$ cat src/rtl/sdr_proto_pkg.sv
// Shared reply protocol definitions: reply codes, reply type, FSM states.
// Latency: n/a (constants and types only).
// Backpressure: n/a.
package sdr_proto_pkg;

    localparam logic [7:0]  REPLY_IDLE  = 8'h02;
    localparam logic [7:0]  REPLY_RUN   = 8'h03;
    localparam logic [7:0]  REPLY_ERASE = 8'h04;
    localparam logic [7:0]  REPLY_MORE  = 8'h05;

    localparam logic [15:0] UDP_PORT    = 16'd1024;

    typedef enum logic [1:0] {
        RT_NONE  = 2'd0,
        RT_DISC  = 2'd1,
        RT_ERASE = 2'd2,
        RT_MORE  = 2'd3
    } reply_t;

    typedef enum logic [1:0] {
        ST_IDLE    = 2'd0,
        ST_REQUEST = 2'd1,
        ST_SEND    = 2'd2,
        ST_GAP     = 2'd3
    } state_t;

endpackage

$ cat src/rtl/sdr_reply_send_if.sv
// Reply-sender bus: requester handshakes plus the UDP transmit path.
// Latency: n/a (wiring only).
// Backpressure: udp_tx_enable gates byte consumption.
interface sdr_reply_send_if;
    logic        discovery_reply;
    logic        erase_done;
    logic        send_more;
    logic        run;
    logic [47:0] local_mac;
    logic [31:0] sequence_number;
    logic        udp_tx_enable;
    logic        discovery_ACK;
    logic        erase_ACK;
    logic        send_more_ACK;
    logic        udp_tx_request;
    logic [15:0] udp_tx_length;
    logic [7:0]  udp_tx_data;
    logic        udp_tx_active;
    logic        sending_sync;

    // Reply sender side
    modport master (
        input  discovery_reply, erase_done, send_more, run, local_mac,
               sequence_number, udp_tx_enable,
        output discovery_ACK, erase_ACK, send_more_ACK, udp_tx_request,
               udp_tx_length, udp_tx_data, udp_tx_active, sending_sync
    );

    // Requesters and UDP transmit path side
    modport slave (
        output discovery_reply, erase_done, send_more, run, local_mac,
               sequence_number, udp_tx_enable,
        input  discovery_ACK, erase_ACK, send_more_ACK, udp_tx_request,
               udp_tx_length, udp_tx_data, udp_tx_active, sending_sync
    );
endinterface

$ cat src/rtl/sdr_reply_mux.sv
// Byte-index to payload-byte mux over the latched reply fields.
// Latency: combinational.
// Backpressure: none; caller decides when the index advances.
import sdr_proto_pkg::*;
module sdr_reply_mux #(
    parameter logic [7:0] BOARD_ID         = 8'h06,
    parameter logic [7:0] PROTOCOL_VERSION = 8'd39,
    parameter logic [7:0] CODE_VERSION     = 8'd10,
    parameter int         PAYLOAD_LEN      = 60
) (
    input  logic [15:0] i_idx,
    input  reply_t      i_type,
    input  logic [31:0] i_cnt,
    input  logic        i_run,
    input  logic [47:0] i_mac,
    input  logic [31:0] i_seq,
    input  logic [15:0] i_csum,
    output logic [7:0]  o_byte
);
    logic w_disc;
    logic w_more;

    assign w_disc = (i_type == RT_DISC);
    assign w_more = (i_type == RT_MORE);

    // Select the payload byte; fields not owned by the reply type read as zero
    always_comb begin
        o_byte = 8'h00;
        case (i_idx)
            16'd0:  o_byte = i_cnt[31:24];
            16'd1:  o_byte = i_cnt[23:16];
            16'd2:  o_byte = i_cnt[15:8];
            16'd3:  o_byte = i_cnt[7:0];
            16'd4: begin
                case (i_type)
                    RT_DISC:  o_byte = i_run ? REPLY_RUN : REPLY_IDLE;
                    RT_ERASE: o_byte = REPLY_ERASE;
                    RT_MORE:  o_byte = REPLY_MORE;
                    default:  o_byte = 8'h00;
                endcase
            end
            16'd5:  o_byte = w_disc ? i_mac[47:40] : (w_more ? i_seq[31:24] : 8'h00);
            16'd6:  o_byte = w_disc ? i_mac[39:32] : (w_more ? i_seq[23:16] : 8'h00);
            16'd7:  o_byte = w_disc ? i_mac[31:24] : (w_more ? i_seq[15:8]  : 8'h00);
            16'd8:  o_byte = w_disc ? i_mac[23:16] : (w_more ? i_seq[7:0]   : 8'h00);
            16'd9:  o_byte = w_disc ? i_mac[15:8]  : 8'h00;
            16'd10: o_byte = w_disc ? i_mac[7:0]   : 8'h00;
            16'd11: o_byte = w_disc ? BOARD_ID         : 8'h00;
            16'd12: o_byte = w_disc ? PROTOCOL_VERSION : 8'h00;
            16'd13: o_byte = w_disc ? CODE_VERSION     : 8'h00;
            default: o_byte = 8'h00;
        endcase
        // Trailing checksum slots; i_csum is zero when the checksum is not built
        if (i_idx == 16'(PAYLOAD_LEN - 2)) o_byte = i_csum[15:8];
        if (i_idx == 16'(PAYLOAD_LEN - 1)) o_byte = i_csum[7:0];
    end
endmodule

$ cat src/rtl/sdr_reply_send.sv
// Arbitrates reply requests and streams fixed-length UDP reply payloads.
// Latency: first byte one clock after udp_tx_enable is seen; then one byte per clock.
// Backpressure: udp_tx_enable low holds the current byte/index; optional SDR_REPLY_CHECKSUM_EN.
import sdr_proto_pkg::*;
module sdr_reply_send #(
    parameter logic [7:0] BOARD_ID         = 8'h06,
    parameter logic [7:0] PROTOCOL_VERSION = 8'd39,
    parameter logic [7:0] CODE_VERSION     = 8'd10,
    parameter int         PAYLOAD_LEN      = 60,
    parameter int         REQ_TIMEOUT      = 1024,
    parameter int         GAP_CYCLES       = 12
) (
    input  logic             tx_clock,
    input  logic             reset_n,
    sdr_reply_send_if.master bus
);
    state_t      r_state;
    reply_t      r_type;
    reply_t      w_pick;
    logic [31:0] r_cnt;
    logic [31:0] r_seq;
    logic [47:0] r_mac;
    logic        r_run;
    logic [15:0] r_idx;
    logic [7:0]  r_data;
    logic [31:0] r_tmo;
    logic [15:0] r_gap;
    logic        r_req;
    logic        r_sync;
    logic        r_disc_ack;
    logic        r_erase_ack;
    logic        r_more_ack;
    logic        w_send_ok;
    logic [15:0] w_mux_idx;
    logic [7:0]  w_mux_byte;
    logic [15:0] w_csum;

    // Fixed priority: erase completion, then send-more, then discovery
    always_comb begin
        w_pick = RT_NONE;
        if (bus.erase_done)           w_pick = RT_ERASE;
        else if (bus.send_more)       w_pick = RT_MORE;
        else if (bus.discovery_reply) w_pick = RT_DISC;
    end

    // A byte is consumed on every clock of SEND where the path grants
    assign w_send_ok = (r_state == ST_SEND) && bus.udp_tx_enable;
    // Mux looks one byte ahead so the output register holds the presented byte
    assign w_mux_idx = (r_state == ST_SEND) ? r_idx + 16'd1 : 16'd0;

`ifdef SDR_REPLY_CHECKSUM_EN
    logic [15:0] r_sum;

    // Fold in the byte being consumed so the high checksum byte is complete when muxed
    assign w_csum = (r_idx <= 16'(PAYLOAD_LEN - 3)) ? r_sum + {8'h00, r_data} : r_sum;

    // Running sum of bytes 0..PAYLOAD_LEN-3, one clock behind the output mux
    always_ff @(posedge tx_clock or negedge reset_n) begin
        if (!reset_n)
            r_sum <= 16'h0000;
        else if (r_state == ST_REQUEST)
            r_sum <= 16'h0000;
        else if (w_send_ok && (r_idx <= 16'(PAYLOAD_LEN - 3)))
            r_sum <= w_csum;
    end
`else
    assign w_csum = 16'h0000;
`endif

    sdr_reply_mux #(
        .BOARD_ID         (BOARD_ID),
        .PROTOCOL_VERSION (PROTOCOL_VERSION),
        .CODE_VERSION     (CODE_VERSION),
        .PAYLOAD_LEN      (PAYLOAD_LEN)
    ) u_mux (
        .i_idx  (w_mux_idx),
        .i_type (r_type),
        .i_cnt  (r_cnt),
        .i_run  (r_run),
        .i_mac  (r_mac),
        .i_seq  (r_seq),
        .i_csum (w_csum),
        .o_byte (w_mux_byte)
    );

    // Reply FSM: latch and ack a request, wait for grant, stream, then enforce the idle gap
    always_ff @(posedge tx_clock or negedge reset_n) begin
        if (!reset_n) begin
            r_state     <= ST_IDLE;
            r_type      <= RT_NONE;
            r_cnt       <= 32'h0;
            r_seq       <= 32'h0;
            r_mac       <= 48'h0;
            r_run       <= 1'b0;
            r_idx       <= 16'h0;
            r_data      <= 8'h00;
            r_tmo       <= 32'h0;
            r_gap       <= 16'h0;
            r_req       <= 1'b0;
            r_sync      <= 1'b0;
            r_disc_ack  <= 1'b0;
            r_erase_ack <= 1'b0;
            r_more_ack  <= 1'b0;
        end else begin
            r_disc_ack  <= 1'b0;
            r_erase_ack <= 1'b0;
            r_more_ack  <= 1'b0;
            case (r_state)
                ST_IDLE: begin
                    if (w_pick != RT_NONE) begin
                        r_type      <= w_pick;
                        r_seq       <= bus.sequence_number;
                        r_mac       <= bus.local_mac;
                        r_run       <= bus.run;
                        r_disc_ack  <= (w_pick == RT_DISC);
                        r_erase_ack <= (w_pick == RT_ERASE);
                        r_more_ack  <= (w_pick == RT_MORE);
                        r_sync      <= 1'b1;
                        r_req       <= 1'b1;
                        r_tmo       <= 32'h0;
                        r_state     <= ST_REQUEST;
                    end
                end
                ST_REQUEST: begin
                    if (bus.udp_tx_enable) begin
                        r_idx   <= 16'h0;
                        r_data  <= w_mux_byte;
                        r_state <= ST_SEND;
                    end else if (r_tmo == 32'(REQ_TIMEOUT - 1)) begin
                        // Grant never came: abandon without consuming a counter value
                        r_req   <= 1'b0;
                        r_sync  <= 1'b0;
                        r_gap   <= 16'h0;
                        r_state <= ST_GAP;
                    end else begin
                        r_tmo <= r_tmo + 32'd1;
                    end
                end
                ST_SEND: begin
                    if (w_send_ok) begin
                        if (r_idx == 16'(PAYLOAD_LEN - 1)) begin
                            r_req   <= 1'b0;
                            r_sync  <= 1'b0;
                            r_cnt   <= r_cnt + 32'd1;
                            r_gap   <= 16'h0;
                            r_state <= ST_GAP;
                        end else begin
                            r_idx  <= r_idx + 16'd1;
                            r_data <= w_mux_byte;
                        end
                    end
                end
                ST_GAP: begin
                    if (r_gap == 16'(GAP_CYCLES - 1))
                        r_state <= ST_IDLE;
                    else
                        r_gap <= r_gap + 16'd1;
                end
                default: r_state <= ST_IDLE;
            endcase
        end
    end

    assign bus.udp_tx_length  = 16'(PAYLOAD_LEN);
    assign bus.udp_tx_active  = w_send_ok;
    assign bus.udp_tx_data    = w_send_ok ? r_data : 8'h00;
    assign bus.udp_tx_request = r_req;
    assign bus.sending_sync   = r_sync;
    assign bus.discovery_ACK  = r_disc_ack;
    assign bus.erase_ACK      = r_erase_ack;
    assign bus.send_more_ACK  = r_more_ack;
endmodule

$ cat src/flat_wrapper.sv
// flat-port wrapper written by rule: the top's interface ports become plain ports
module sdr_reply_send_flat 
#(
    parameter logic [7:0] BOARD_ID         = 8'h06,
    parameter logic [7:0] PROTOCOL_VERSION = 8'd39,
    parameter logic [7:0] CODE_VERSION     = 8'd10,
    parameter int         PAYLOAD_LEN      = 60,
    parameter int         REQ_TIMEOUT      = 1024,
    parameter int         GAP_CYCLES       = 12
)
  (tx_clock, reset_n, bus_discovery_reply, bus_erase_done, bus_send_more, bus_run, bus_local_mac, bus_sequence_number, bus_udp_tx_enable, bus_discovery_ACK, bus_erase_ACK, bus_send_more_ACK, bus_udp_tx_request, bus_udp_tx_length, bus_udp_tx_data, bus_udp_tx_active, bus_sending_sync);
  sdr_reply_send_if bus_i ();
  input  logic tx_clock;
  input  logic reset_n;
  input wire logic [$bits(bus_i.discovery_reply)-1:0] bus_discovery_reply;
  input wire logic [$bits(bus_i.erase_done)-1:0] bus_erase_done;
  input wire logic [$bits(bus_i.send_more)-1:0] bus_send_more;
  input wire logic [$bits(bus_i.run)-1:0] bus_run;
  input wire logic [$bits(bus_i.local_mac)-1:0] bus_local_mac;
  input wire logic [$bits(bus_i.sequence_number)-1:0] bus_sequence_number;
  input wire logic [$bits(bus_i.udp_tx_enable)-1:0] bus_udp_tx_enable;
  output wire logic [$bits(bus_i.discovery_ACK)-1:0] bus_discovery_ACK;
  output wire logic [$bits(bus_i.erase_ACK)-1:0] bus_erase_ACK;
  output wire logic [$bits(bus_i.send_more_ACK)-1:0] bus_send_more_ACK;
  output wire logic [$bits(bus_i.udp_tx_request)-1:0] bus_udp_tx_request;
  output wire logic [$bits(bus_i.udp_tx_length)-1:0] bus_udp_tx_length;
  output wire logic [$bits(bus_i.udp_tx_data)-1:0] bus_udp_tx_data;
  output wire logic [$bits(bus_i.udp_tx_active)-1:0] bus_udp_tx_active;
  output wire logic [$bits(bus_i.sending_sync)-1:0] bus_sending_sync;
  assign bus_i.discovery_reply = bus_discovery_reply;
  assign bus_i.erase_done = bus_erase_done;
  assign bus_i.send_more = bus_send_more;
  assign bus_i.run = bus_run;
  assign bus_i.local_mac = bus_local_mac;
  assign bus_i.sequence_number = bus_sequence_number;
  assign bus_i.udp_tx_enable = bus_udp_tx_enable;
  assign bus_discovery_ACK = bus_i.discovery_ACK;
  assign bus_erase_ACK = bus_i.erase_ACK;
  assign bus_send_more_ACK = bus_i.send_more_ACK;
  assign bus_udp_tx_request = bus_i.udp_tx_request;
  assign bus_udp_tx_length = bus_i.udp_tx_length;
  assign bus_udp_tx_data = bus_i.udp_tx_data;
  assign bus_udp_tx_active = bus_i.udp_tx_active;
  assign bus_sending_sync = bus_i.sending_sync;
  sdr_reply_send #(.BOARD_ID(BOARD_ID), .PROTOCOL_VERSION(PROTOCOL_VERSION), .CODE_VERSION(CODE_VERSION), .PAYLOAD_LEN(PAYLOAD_LEN), .REQ_TIMEOUT(REQ_TIMEOUT), .GAP_CYCLES(GAP_CYCLES)) u_core (.tx_clock(tx_clock), .reset_n(reset_n), .bus(bus_i));
endmodule
$ cat config.mk
export PLATFORM = sky130hd
export DESIGN_NAME = sdr_reply_send_flat
export DESIGN_NICKNAME = d
export VERILOG_FILES = /design/src/rtl/sdr_proto_pkg.sv /design/src/rtl/sdr_reply_send_if.sv /design/src/rtl/sdr_reply_mux.sv /design/src/rtl/sdr_reply_send.sv /design/src/flat_wrapper.sv
export SDC_FILE = /design/constraint.sdc
export NUM_CORES = 1
export LEC_CHECK = 0
export ABC_AREA = 1
export CORE_ASPECT_RATIO = 0.75
export CORE_MARGIN = 1.5
export CORE_UTILIZATION = 63
export DETAILED_ROUTE_END_ITERATION = 12
export PLACE_DENSITY = 0.87
export SYNTH_ARGS = -nofsm -noshare
export SYNTH_HDL_FRONTEND = slang
export SYNTH_SLANG_ARGS = --single-unit
$ cat constraint.sdc
create_clock -name tx_clock -period 7 [get_ports tx_clock]
set_input_delay 1.4 -clock tx_clock [delete_from_list [all_inputs] [get_ports tx_clock]]
set_output_delay 1.4 -clock tx_clock [all_outputs]
set_load 0.005 [all_outputs]
==> impl_metrics.env, run 1 <==
export IMPL_grt_overflow_total=0
export IMPL_first_pass_grt_wire_length_um=52070
export IMPL_routed_wire_length_um=31770
export IMPL_postCtsHoldBufs=0
export IMPL_post_cts_setup_driven_buffer_insertion_count=0
export IMPL_setup_worst_path_class="in -> out"
export IMPL_worst_endpoint_arrival_ps=3080
export IMPL_coreArea_sq_um=17870
export IMPL_synth_instances=1596
export IMPL_cts_buffer_depth=2
export IMPL_crit_path_max_fanout=10
export IMPL_tritoncts="yes"
export IMPL_synth_cell_area_sq_um=11610
export IMPL_finalWorstPathRequiredPeriod_ps=4476
export IMPL_path_clk_slew_ps=70
export IMPL_power_density_cell_area_nw_per_um2=305.1
export IMPL_drtIter0Drc=1337
export IMPL_synth_lib_cells_used_distinct=43
export IMPL_layout_nets=1756
export IMPL_final_hold_violation_count=0
export IMPL_detail_route_drc_violations=0
export IMPL_area_growth_synth_to_final_pct=13.85
export IMPL_fin_skew_ps=13.82
export IMPL_outcome="finished clean"
export IMPL_post_synth_top_area_cell="sky130_fd_sc_hd__dfrtp_1"
export IMPL_initial_utilization_pct=64.99
export IMPL_grt_setup_unrepaired="no"
export IMPL_post_synth_top_count_cell="sky130_fd_sc_hd__nand2_1"
export IMPL_maxCapViolations=0
export IMPL_final_max_slew_violation_count=0
export IMPL_worst_slew_pin_transition_ps=1099
export IMPL_per_instance_average_area_after_synthesis_sq_um=7.276
export IMPL_global_route_usage_total_pct=34.07
export IMPL_clock_latency_ps=450
export IMPL_timing_final_crit_share_pct=63.95
export IMPL_irDropWorstVdd_v=0.0001830
export IMPL_routed_via_density=5.886
export IMPL_routedWlPerCell_um=16.59
export IMPL_timing_slew_headroom_pct=26.64
export IMPL_synth_top_cells_by_area="sky130_fd_sc_hd__dfrtp_1 (42%), sky130_fd_sc_hd__nand2_1 (16%), sky130_fd_sc_hd__inv_1 (5.4%)"
export IMPL_final_setup_viol_count=0
export IMPL_synthDominantCellAreaShare_pct=41.59
export IMPL_worst_setup_path_end_kind="primary output"
export IMPL_antenna_diode_count=0
export IMPL_tritoncts_num_buffers=17
export IMPL_critPathRequiredTime_ps=5600
export IMPL_finalPower_uw=4033
export IMPL_grt_start_max_net_pins=116
export IMPL_synth_seq_cells=193
export IMPL_cell_count_final_fillers_out=1915
export IMPL_achievable_frequency_ghz=0.2234
export IMPL_synth_yosys_warnings=0
export IMPL_cts_root_buffer="sky130_fd_sc_hd__clkbuf_16"
export IMPL_drt_first_pass_iters=6
export IMPL_finalWeightedCongestion=1.010
export IMPL_detailedPlacementHpwl_um=22520
export IMPL_drive_gt1_share_pct=5.081
export IMPL_timing_critical_path_from_type="input port"
export IMPL_dominantRegCellSynth="sky130_fd_sc_hd__dfrtp_1"
export IMPL_fin_setup_tns_ps=0
export IMPL_synth_commonest_cells="sky130_fd_sc_hd__nand2_1 (480), sky130_fd_sc_hd__dfrtp_1 (193), sky130_fd_sc_hd__inv_1 (167)"
export IMPL_placementRows=42
export IMPL_placedCellCount=1883
export IMPL_h_tree_depth=4
export IMPL_fill_cells=1376
export IMPL_worstHoldPathType="reg -> reg"
export IMPL_edff_count_synth=0
export IMPL_async_flop_share_pct=100.0
export IMPL_cts_num_sinks=193
export IMPL_synth_yosys_seq_area_share_pct=41.59
export IMPL_numPortBuffers=100
export IMPL_vias=11270
export IMPL_num_io_pins=117
export IMPL_grt_antenna_before_repair=0
export IMPL_die_area_sq_um=19260
export IMPL_cts_resized_gates=0
export IMPL_die_h_um=120.6
export IMPL_ant_nets=0
export IMPL_first_global_vias=10320
export IMPL_die_width_um=159.8
export IMPL_cellLeakagePower_uw=0.005922
==> where the power goes <==
part	total (uW)	internal (uW)	switching [uW]
Sequential	1550	1410	141
Combinational	1500	435	1070
Clock	983	481	502
==> critical path, stage by stage <==
cell                              delay [ps]
sky130_fd_sc_hd__clkdlybuf4s50_1         620
sky130_fd_sc_hd__nand2_1                 310
sky130_fd_sc_hd__nor2_1                  210
sky130_fd_sc_hd__clkdlybuf4s50_1         530
==> registers in the layout (all words and copies together), names as in the netlist, 2 cells and up <==
register,count
u_core.r_state,2
u_core.r_gap,16
u_core.r_idx,16
u_core.r_data,8
u_core.r_mac,48
u_core.r_type,2
u_core.r_tmo,32
u_core.r_seq,32
u_core.r_cnt,32
==> layout by cell type (no fill, tap or decap), types with 3 or more instances in the layout <==
cell,Yosys,final
sky130_fd_sc_hd__clkdlybuf4s50_1,0,99
sky130_fd_sc_hd__nor4b_1,3,3
sky130_fd_sc_hd__nand3_2,6,6
sky130_fd_sc_hd__nand4_1,88,88
sky130_fd_sc_hd__o22ai_1,4,4
sky130_fd_sc_hd__inv_2,5,6
sky130_fd_sc_hd__o21ai_1,29,29
sky130_fd_sc_hd__nand3_1,106,106
sky130_fd_sc_hd__nand2_1,480,480
sky130_fd_sc_hd__nor3_4,5,5
sky130_fd_sc_hd__o21ai_0,114,114
sky130_fd_sc_hd__ha_1,9,9
sky130_fd_sc_hd__nand3b_1,3,3
sky130_fd_sc_hd__nor3_1,43,43
sky130_fd_sc_hd__buf_4,22,9
sky130_fd_sc_hd__a21oi_1,9,9
sky130_fd_sc_hd__nor3b_1,3,3
sky130_fd_sc_hd__inv_8,0,4
sky130_fd_sc_hd__nor2_1,116,115
sky130_fd_sc_hd__conb_1,2,16
sky130_fd_sc_hd__clkinv_4,0,4
sky130_fd_sc_hd__nor2_2,3,3
sky130_fd_sc_hd__o31ai_1,21,21
sky130_fd_sc_hd__nor2_4,5,6
sky130_fd_sc_hd__nor4_1,23,23
sky130_fd_sc_hd__nor3_2,7,7
sky130_fd_sc_hd__xor2_1,53,53
sky130_fd_sc_hd__inv_6,0,4
sky130_fd_sc_hd__nand2_2,5,5
sky130_fd_sc_hd__clkbuf_16,0,17
sky130_fd_sc_hd__inv_1,167,167
sky130_fd_sc_hd__clkinv_8,0,3
sky130_fd_sc_hd__dfrtp_1,193,193
==> through the flow <==
| stage | util, % | cell area [sq um] | hold WS (ps) | setup slack [ps] |
|---|---|---|---|---|
| after CTS | 73.99 | 13220 | 485.4 | 2514 |
| after floorplan | - | 11660 | 448.8 | 3904 |
| final | 73.99 | 13220 | 487.6 | 2524 |
| after detailed placement | 70.69 | 12630 | 465.2 | 2517 |
| after global routing | 73.99 | 13220 | 501.3 | 2406 |
| after global placement | 70.69 | 12630 | 463.8 | 2599 |
==> cell type report <==
cell class | instances | area (sq um) | area share [%]
Inverter | 173 | 649.4 | 4.912
Timing Repair Buffer | 109 | 1072 | 8.111
Clock buffer | 17 | 425.4 | 3.218
Sequential cell | 193 | 4830 | 36.53
Multi-Input combinational cell | 1166 | 5777 | 43.70
Tap cell | 242 | 302.8 | 2.290
Clock inverter | 15 | 163.9 | 1.240
==> kinds of logic (layout without fill, tap and decap cells) <==
group,count (synthesis),in the layout,share of synthesized area (%)
AND/OR/NAND/NOR,900,900,35.32
adder cells (fa/ha/maj),9,9,0.9697
XOR/XNOR,55,55,4.148
flip-flops,193,193,41.59
other,2,16,0.06467
buffers and inverters,251,314,9.180
AO/OA/AOI/OAI,186,186,8.727
==> metal layers <==
layer	vias to the layer above	global-route usage, %	share of wire (%)
li1	5335	-	-
met5	-	0	0
met1	5279	51.22	46
met4	0	9.930	1.9
met3	55	8.302	11
met2	602	48.74	42
==> final timing paths <==
kind / depth (start not counted) / slack (ps) / startpoint / end
worst min register to register: 2 / 490 / u_core.r_mac[24]$_DFFE_PN0P_ / u_core.r_mac[24]$_DFFE_PN0P_
max in group asynchronous: 2 / 4340 / reset_n / u_core.r_mac[10]$_DFFE_PN0P_
worst max register to register: 8 / 3160 / u_core.r_state[0]$_DFFE_PN0P_ / u_core.r_cnt[10]$_DFFE_PN0P_
worst max-delay path: 4 / 2520 / bus_udp_tx_enable / bus_udp_tx_data[0]
worst min-delay path: 2 / 490 / u_core.r_mac[24]$_DFFE_PN0P_ / u_core.r_mac[24]$_DFFE_PN0P_
min in group asynchronous: 1 / 1060 / reset_n / u_core.r_gap[6]$_DFFE_PN0P_
Power figures use the tool's default switching activity.
==> inputs of run 2 (changes only) <==
CORE_UTILIZATION = 58   (was 63)
PLACE_DENSITY = 0.81   (was 0.87)
clock period = 4.4 ns   (was 7 ns; I/O delays follow)
==> run 2 against run 1 <==
Compared with the run above:
- the run now ends with design-rule violations left
- utilization decreased by 5.7 points
- cell area increased by 0.74%
- cell count increased by 0.89%
- critical path depth increased by 1
- global-route usage decreased by 2.9 points
- sequential share of layout area decreased by 0.27 points
- sequential cell count unchanged
- clock power increased by 61%
- critical endpoint unchanged
==> impl_metrics.env, run 2 (synthesized netlist as in run 1, its figures left out) <==
export IMPL_outcome="finished, violations left"
export IMPL_failed_checks="design-rule violations"
export IMPL_path_clk_slew_ps=80
export IMPL_timing_slew_headroom_pct=42.54
export IMPL_cp_num_buf_inv=2
export IMPL_routed_wire_length_um=31650
export IMPL_tritoncts="yes"
export IMPL_postLayoutCellArea_sq_um=13320
export IMPL_place_area_sq_um=12720
export IMPL_tritoncts_num_buffers=17
export IMPL_timing_final_crit_share_pct=83.61
export IMPL_postCtsHoldBufs=0
export IMPL_power_density_cell_area_nw_per_um2=486.1
export IMPL_grt_antenna_before_repair=0
export IMPL_global_route_usage_total_pct=31.19
export IMPL_drtIter0Drc=1182
export IMPL_worstReg2RegStart="u_core.r_state[0]$_DFFE_PN0P_"
export IMPL_clock_latency_ps=440
export IMPL_die_width_um=166.4
export IMPL_die_h_um=125.5
export IMPL_grt_overflow_total=0
export IMPL_irDropWorstVdd_v=0.0003093
export IMPL_post_cts_setup_driven_buffer_insertion_count=0
export IMPL_final_cell_mix="sky130_fd_sc_hd__nand2_1 (480), sky130_fd_sc_hd__dfrtp_1 (193), sky130_fd_sc_hd__inv_1 (167)"
export IMPL_final_max_slew_violation_count=0
export IMPL_worstReg2RegEnd="u_core.r_cnt[10]$_DFFE_PN0P_"
export IMPL_first_global_vias=10080
export IMPL_worst_endpoint_arrival_ps=2800
export IMPL_vias=11010
export IMPL_timing_critical_path_from_type="flop"
export IMPL_cts_num_sinks=193
export IMPL_numPortBuffers=100
export IMPL_worst_slew_pin_transition_ps=861.9
export IMPL_achievable_frequency_ghz=0.2718
export IMPL_worst_path_largest_cell_delay_ps=630
export IMPL_ant_nets=0
export IMPL_finalWeightedCongestion=0.9483
export IMPL_grt_setup_unrepaired="no"
export IMPL_ff2ff_path_depth=8
export IMPL_worstHoldPathType="in -> async"
export IMPL_cts_resized_gates=0
export IMPL_grt_start_max_net_pins=101
export IMPL_cts_buffer_depth=2
export IMPL_routedWlPerCell_um=16.38
export IMPL_cts_root_buffer="sky130_fd_sc_hd__clkbuf_16"
export IMPL_crit_path_max_fanout=18
export IMPL_setup_worst_path_class="reg -> out"
export IMPL_worstSetupPathDepth=5
export IMPL_path_delay_family="buffers and inverters"
export IMPL_launch_point_of_the_critical_path="u_core.r_state[0]$_DFFE_PN0P_"
export IMPL_largest_register_ffs=48
export IMPL_coreArea_sq_um=19490
export IMPL_fin_skew_ps=12.50
export IMPL_initial_utilization_pct=59.59
export IMPL_first_pass_grt_wire_length_um=51860
export IMPL_die_area_sq_um=20890
export IMPL_final_setup_viol_count=0
export IMPL_largest_register_by_flop_count="u_core.r_mac"
export IMPL_num_io_pins=117
export IMPL_cellLeakagePower_uw=0.005963
export IMPL_layout_commonest_cell="sky130_fd_sc_hd__nand2_1"
export IMPL_detailedPlacementHpwl_um=22780
export IMPL_area_growth_synth_to_final_pct=14.69
export IMPL_final_hold_violation_count=0
export IMPL_routed_via_density=5.698
export IMPL_h_tree_depth=4
export IMPL_worst_setup_path_end_kind="primary output"
export IMPL_placementRows=44
export IMPL_maxCapViolations=0
export IMPL_drt_first_pass_iters=10
export IMPL_critPathRequiredTime_ps=3520
export IMPL_antenna_diode_count=0
export IMPL_drive_gt1_share_pct=5.420
export IMPL_finalWorstPathRequiredPeriod_ps=3679
export IMPL_cp_cell_sequence="inv_1 -> ha_1 -> nand2_1 -> nor2_1 -> clkdlybuf4s50_1"
export IMPL_detail_route_drc_violations=8
export IMPL_fin_setup_tns_ps=0
export IMPL_worst_r2r_setup_slack_ps=1140
export IMPL_layout_nets=1763
export IMPL_critical_path_endpoint="bus_udp_tx_data[0]"
export IMPL_slowest_stage="sky130_fd_sc_hd__ha_1"
==> run 2: power breakdown <==
| part | switching [uW] | internal, uW |
|---|---|---|
| Combinational | 1710 | 707 |
| Clock | 769 | 814 |
| Sequential | 233 | 2240 |
==> run 2: worst register-to-register path, cell delays in order (launching register included) <==
cell	delay, ps
sky130_fd_sc_hd__dfrtp_1	460
sky130_fd_sc_hd__inv_1	120
sky130_fd_sc_hd__ha_1	630
sky130_fd_sc_hd__nand2_1	440
sky130_fd_sc_hd__nor2_2	620
sky130_fd_sc_hd__nand4_1	330
sky130_fd_sc_hd__nor3_2	290
sky130_fd_sc_hd__nand2_1	100
sky130_fd_sc_hd__xor2_1	150
==> run 2: worst min-delay path by stage <==
stage          cells after the start                          from                            to  slack [ps]
3_5_place_dp                       2  u_core.r_seq[22]$_DFFE_PN0P_  u_core.r_seq[22]$_DFFE_PN0P_         470
4_1_cts                            2  u_core.r_mac[22]$_DFFE_PN0P_  u_core.r_mac[22]$_DFFE_PN0P_         490
3_3_place_gp                       2  u_core.r_mac[22]$_DFFE_PN0P_  u_core.r_mac[22]$_DFFE_PN0P_         460
6_report                           1                       reset_n   u_core.r_gap[8]$_DFFE_PN0P_         480
2_1_floorplan                      2  u_core.r_data[1]$_DFFE_PN0P_  u_core.r_data[1]$_DFFE_PN0P_         450
5_1_grt                            2   u_core.r_seq[4]$_DFFE_PN0P_   u_core.r_seq[4]$_DFFE_PN0P_         510
==> run 2: metal layers <==
layer | track usage [%] | vias to the layer above | part of all wire, % | routed length (um)
li1 | - | 5358 | - | -
met5 | 0 | - | 0 | 0
met2 | 44.81 | 506 | 41 | 13120
met4 | 5.989 | 0 | 1.1 | 363
met1 | 48.63 | 5109 | 47 | 15030
met3 | 6.426 | 36 | 9.9 | 3131
==> run 2: cell type report <==
class,count,area (sq um)
clock buffer,17,425.4
clock inverter,14,170.2
fill,1640,6171
inverter,173,649.4
multi-input combinational,1166,5777
sequential,193,4830
tap,253,316.6
timing repair buffer,116,1150
==> run 2: stage by stage <==
| step | worst slack [ps] | total power (uW) | utilization [%] | cells | hold WS (ps) |
|---|---|---|---|---|---|
| after floorplan | 2152 | 4092 | - | 1610 | 448.8 |
| after global placement | 1020 | 4780 | 65.28 | 1901 | 463.2 |
| after detailed placement | 997.3 | 4848 | 65.28 | 1901 | 466.7 |
| after CTS | 706.4 | 6455 | 68.34 | 1932 | 486.4 |
| after global routing | 517.2 | 6909 | 68.34 | 1932 | 508.7 |
| final | 721.4 | 6474 | 68.34 | 1932 | 480.4 |
